--- src/rtl/aes_plaintext_loader.sv ---
// Byte-stream to 128-bit block loader for the AES-128 encrypt core, with key snapshot and 2-entry output buffer.
// Define AES_PAD_EN for PKCS#7 padding; otherwise partial blocks are zero-filled.
module aes_plaintext_loader #(
  parameter bit MSB_FIRST = 1'b1
) (
  input  logic         clk,
  input  logic         rst_n,
  input  logic [127:0] key_in,
  input  logic         key_load,
  input  logic [7:0]   in_data,
  input  logic         in_valid,
  input  logic         in_last,
  output logic         in_ready,
  output logic [127:0] plaintext,
  output logic [127:0] key,
  output logic         blk_valid,
  input  logic         blk_ready,
  output logic         blk_padded
);

  typedef enum logic {FILL, PAD} state_t;

  state_t       state;
  state_t       state_next;
  logic [127:0] key_reg;
  logic [127:0] asm_reg;
  logic [127:0] asm_next;
  logic [4:0]   k;
  logic [4:0]   k_next;
  logic [7:0]   fill_byte;
  logic         accept;
  logic         push;
  logic         push_padded;
  logic         pop;
  logic [1:0]   buf_count;
  logic [127:0] buf_data [2];
  logic [127:0] buf_key  [2];
  logic         buf_padded [2];

  // Bit offset of stream byte i inside the 128-bit block
  function automatic int slot_lsb(input int i);
    return MSB_FIRST ? (120 - 8 * i) : (8 * i);
  endfunction

  always_ff @(posedge clk or negedge rst_n) begin
    if (!rst_n) state <= FILL;
    else        state <= state_next;
  end

  always_comb begin
    state_next = state;
    case (state)
      FILL: begin
`ifdef AES_PAD_EN
        if (accept && in_last) state_next = PAD;
`else
        if (accept && in_last && (k != 5'd15)) state_next = PAD;
`endif
      end
      PAD: begin
        if (buf_count < 2'd2) state_next = FILL;
      end
      default: state_next = FILL;
    endcase
  end

  always_comb begin
    in_ready    = (state == FILL) && (buf_count < 2'd2);
    accept      = in_valid && in_ready;
    blk_valid   = (buf_count != 2'd0);
    pop         = blk_valid && blk_ready;
`ifdef AES_PAD_EN
    fill_byte   = {3'b000, 5'd16 - k};
`else
    fill_byte   = 8'h00;
`endif
    asm_next    = asm_reg;
    k_next      = k;
    push        = 1'b0;
    push_padded = 1'b0;
    if (state == FILL) begin
      if (accept) begin
        for (int i = 0; i < 16; i++) begin
          if (k == 5'(i)) asm_next[slot_lsb(i) +: 8] = in_data;
        end
        if (k == 5'd15) begin
          push   = 1'b1;
          k_next = 5'd0;
        end else begin
          k_next = k + 5'd1;
        end
      end
    end else begin
      for (int i = 0; i < 16; i++) begin
        if (5'(i) >= k) asm_next[slot_lsb(i) +: 8] = fill_byte;
      end
      if (buf_count < 2'd2) begin
        push        = 1'b1;
        push_padded = 1'b1;
        k_next      = 5'd0;
      end
    end
  end

  // The snapshot pushed with a block is the key register value before this edge
  always_ff @(posedge clk or negedge rst_n) begin
    if (!rst_n) begin
      key_reg <= '0;
      asm_reg <= '0;
      k       <= '0;
    end else begin
      if (key_load) key_reg <= key_in;
      asm_reg <= asm_next;
      k       <= k_next;
    end
  end

  // Entry 0 is always the head; a pop shifts entry 1 forward
  always_ff @(posedge clk or negedge rst_n) begin
    if (!rst_n) begin
      buf_count     <= '0;
      buf_data[0]   <= '0;
      buf_data[1]   <= '0;
      buf_key[0]    <= '0;
      buf_key[1]    <= '0;
      buf_padded[0] <= 1'b0;
      buf_padded[1] <= 1'b0;
    end else begin
      case ({push, pop})
        2'b10: begin
          if (buf_count == 2'd0) begin
            buf_data[0]   <= asm_next;
            buf_key[0]    <= key_reg;
            buf_padded[0] <= push_padded;
          end else begin
            buf_data[1]   <= asm_next;
            buf_key[1]    <= key_reg;
            buf_padded[1] <= push_padded;
          end
          buf_count <= buf_count + 2'd1;
        end
        2'b01: begin
          buf_data[0]   <= buf_data[1];
          buf_key[0]    <= buf_key[1];
          buf_padded[0] <= buf_padded[1];
          buf_count     <= buf_count - 2'd1;
        end
        2'b11: begin
          if (buf_count == 2'd1) begin
            buf_data[0]   <= asm_next;
            buf_key[0]    <= key_reg;
            buf_padded[0] <= push_padded;
          end else begin
            buf_data[0]   <= buf_data[1];
            buf_key[0]    <= buf_key[1];
            buf_padded[0] <= buf_padded[1];
            buf_data[1]   <= asm_next;
            buf_key[1]    <= key_reg;
            buf_padded[1] <= push_padded;
          end
        end
        default: ;
      endcase
    end
  end

  assign plaintext  = buf_data[0];
  assign key        = buf_key[0];
  assign blk_padded = blk_valid && buf_padded[0];

endmodule

--- config.mk ---
export PLATFORM = sky130hd
export DESIGN_NAME = aes_plaintext_loader
export DESIGN_NICKNAME = d
export VERILOG_FILES = /design/src/rtl/aes_plaintext_loader.sv
export SDC_FILE = /design/constraint.sdc
export NUM_CORES = 1
export LEC_CHECK = 0
export BUFFER_PORTS_ARGS = -buffer_cell sky130_fd_sc_hd__buf_2
export CAP_MARGIN = 20
export CORE_UTILIZATION = 59
export DETAILED_ROUTE_END_ITERATION = 6
export PLACE_DENSITY_LB_ADDON = 0.15
export SKIP_LAST_GASP = 1
export SLEW_MARGIN = 0
export SYNTH_ARGS = -nofsm -noshare
export SYNTH_HDL_FRONTEND = slang
export SYNTH_SLANG_ARGS = --single-unit
--- constraint.sdc ---
create_clock -name clk -period 4 [get_ports clk]
set_input_delay 0.8 -clock clk [delete_from_list [all_inputs] [get_ports clk]]
set_output_delay 0.8 -clock clk [all_outputs]
set_load 0.01 [all_outputs]
==> impl_results.md <==
* Status: finished clean
* Yosys cell types at 66
* Final setup margin at roughly 0.16 ns
* Max reg flops at ~260
* Worst Max-Slew Pin Slew at 1.18 ns
* CP max stage delay at about 0.96 ns
* Largest delay share family, worst path: compound AO/OA/AOI/OAI gates
* Register area share after synthesis at 56.2%
* Initial core utilization at between 50 and 60%
* Number of remaining DRC errors at 0
* CP startpoint kind: flip-flop
* Fin util at 66.1%
* Final setup fails at 0
* Post-synth EDFFs at 0
* R2R Path Start: buf_count[1]$_DFFE_PN0P_
* Power density over the cells at 756 mW/mm²
* DR vias/cell at around 6.1
* Switching share of power at a little over a third
* # resized after CTS at 0
* Synth async-reset ratio at 100%
* Vias in the first global route at 24200
* Total grt overflow at 0
* Routed WL at about 90000 µm
* Reg2reg setup slack at around 0.16 ns
* Fmax at roughly 260 MHz
* CTS Hold Bufs at 0
* Cell internal pwr at approximately 19 mW
* H-tree depth at 3
* Worst Setup SP: buf_count[1]$_DFFE_PN0P_
* Maximum VDD drop at 441 µV
* Worst slew margin at between 20% and 30%
* Port Buffers at 400
* Crit-path slowest cell: a211oi_1
* Final Cycle Share at about 96%
* CTS tree: yes
* Clock buffer depth at 3
* Final ANT Viol Nets at 0
* Sw Pwr at a little over 10 mW
* Worst Setup Path Type: flip-flop to flip-flop
* Hold Crit Class: primary input to async pin
* Routability Congestion at 0.861
* Min Hold Slack at approximately 0.28 ns
* Setup WS pre-CTS at about 0.31 ns
* Die height at around 240 µm
* Clock share of power at 26.4%
* 1st-pass router iterations at 6
* Main synth FF type: dfrtp_1
* Logic gate share of total power at 32.9%
* Leak at 17.9 nW
* Die Area at 0.0597 mm²
* Max-slew violations at 0
* Ratio of cells with drive above 1 in the final layout at 32.3%
* Top cells by area, synth: dfrtp_1 56%, mux2_2 13%, buf_4 5.5%, a221oi_1 3.9%, nor2_1 3.8%
* Inserted Clock Buffers at just over 80
* Layout area overhead at 10.5%
* Fillers at between 4000 and 5000
* CP max FO at 14
* Syn_nets at around 3100
* Core Region at about 0.058 mm²
* Io pins at 401
* Worst EP required at between 4 and 5 ns
* Dominant cell type by area after synthesis: dfrtp_1
* Worst-path clk slew at about 0.060 ns
* FF-to-FF End: plaintext[70]$_DFFE_PN0P_
* Max-cap viol count at 0
* GRT Total Usage at ~30%
* Initial antenna violation count at 12
* Die X at about 240 µm
* Power Total at a little under 30 mW
* Reg2reg path depth at 11
* Largest net degree at the start of global routing at 120
* Top cell type's share of synthesized area at approximately 56%
* Critical path capture point type: flip-flop
* Nets@finish at 3212
* Tmin final at 3.84 ns
* Drt wl/cell at roughly 22 µm
* CTS Sinks at slightly below 800
* Post-Synthesis Cells at approximately 3000
* Number of DRC markers in iteration 0 at ~1900
* Clk root buf: clkbuf_16
* First-pass GRT wire length at 138000 µm
* WP buf/inv at 3
* Post-CTS Setup Bufs at 0
* Vias at around 24000
* Synth Register Bits at 778
* Synth warn at 0
* Row Count at 88
* Fin. Hold Viols at 0
* Setup TNS at 0 ns
* Most used cell, CP: ha_1
* RSZ-0062 raised after global routing: no
* Syn Area/Cell at about 12 µm²
* Hpwl dp at between 50000 and 60000 µm
* Clk_skew at about 0.014 ns
* Mapped Area at about 0.035 mm²
* CP Cell Sequence: inv_1 > ha_1 > nand2b_1 > clkinv_1 > buf_4 > ha_1 > and2_1 > nor2_1 > a211oi_1 > a222oi_1 > o21ai_0
* Worst-Skew Late Latency at between 0.6 and 0.7 ns
* Setup crit end: plaintext[70]$_DFFE_PN0P_
* WP data arrival at between 4 and 5 ns
* CP Depth at 11
* Sequential Power Share at 40.8%
==> power by group through the flow <==
stage          Combinational (mW)  Sequential (mW)  Clock [mW]
4_1_cts                      9.55             11.8        7.76
2_1_floorplan                7.73             11.4           0
6_report                     9.52             11.8        7.63
5_1_grt                      10.4             12.1        8.06
3_3_place_gp                 9.28             11.7           0
3_5_place_dp                 9.52             11.9           0
==> cells by family (layout without fill, tap and decap cells) <==
logic type / after synthesis / count (layout) / synth area share [%]
buf+inv: 515 / 645 / 8.47
simple gates: 627 / 627 / 7.83
other cells: 0 / 4 / 0
fa+ha+maj: 8 / 8 / 0.289
compound gates: 626 / 626 / 13.1
mux: 438 / 438 / 14.1
xor+xnor: 2 / 2 / 0.0506
flops: 778 / 778 / 56.2
==> cell usage after synthesis, drive strengths merged (8+ instances only) <==
master and instances:
a21boi 8, a21o 18, a21oi 68, a221o 16, a221oi 155, a222oi 31, a22o 23, a22oi 44
a2bb2oi 23, a31oi 37, a32oi 14, and3 23, buf 295, clkbuf 185, dfrtp 778, ha 8
inv 34, mux2 389, mux2i 49, nand2 153, nand3 21, nor2 356, nor2b 14, nor3b 21
o21ai 144, o22ai 9, o2bb2ai 16
==> final cells by class <==
| class | count | area (µm²) | area share [%] |
|---|---|---|---|
| multi-input combinational | 1701 | 12300 | 32.1 |
| timing repair buffer | 465 | 2740 | 7.16 |
| sequential | 778 | 19500 | 50.8 |
| antenna | 4 | 10.0 | 0.0261 |
| tap | 765 | 957 | 2.50 |
| clock inverter | 32 | 384 | 1.00 |
| clock buffer | 113 | 2320 | 6.05 |
| inverter | 35 | 131 | 0.343 |
==> placed cells by master (no fill, tap or decap), types with 19 or more instances in the layout <==
cell / n
nor3b_1: 21
and3_1: 23
mux2i_1: 49
a221oi_1: 155
inv_1: 34
buf_2: 398
nand2_1: 152
clkbuf_16: 81
buf_4: 45
nor2_1: 354
a2bb2oi_1: 23
a21oi_1: 66
a22oi_1: 44
a222oi_1: 31
dfrtp_1: 777
mux2_2: 389
a31oi_1: 37
buf_12: 19
o21ai_0: 131
nand3_1: 21
==> per-layer routing <==
metal | global-route usage [%] | routed length (µm) | share of wire, %
met3 | 7.11 | 6460 | 7.4
met1 | 39.8 | 36000 | 41
met2 | 46.8 | 42100 | 48
met4 | 10.2 | 2870 | 3.3
met5 | 0 | 99 | 0.11
==> metrics by stage <==
stage               instance area [µm²]  cells
floorplan                         34700   2994
global placement                  35600   3743
detailed placement                35600   3743
CTS                               38300   3888
global route                      38300   3890
finish                            38300   3893
==> worst min path at each step <==
stage / from / endpoint / cells after the start
after global routing: rst_n / plaintext[77]$_DFFE_PN0P_ / 1
after CTS: rst_n / plaintext[78]$_DFFE_PN0P_ / 1
after detailed placement: plaintext[94]$_DFFE_PN0P_ / plaintext[94]$_DFFE_PN0P_ / 2
final: rst_n / plaintext[74]$_DFFE_PN0P_ / 1
after floorplan: buf_data[24]$_DFFE_PN0P_ / buf_data[24]$_DFFE_PN0P_ / 2
after global placement: plaintext[73]$_DFFE_PN0P_ / plaintext[73]$_DFFE_PN0P_ / 2
Power figures use the tool's default switching activity.
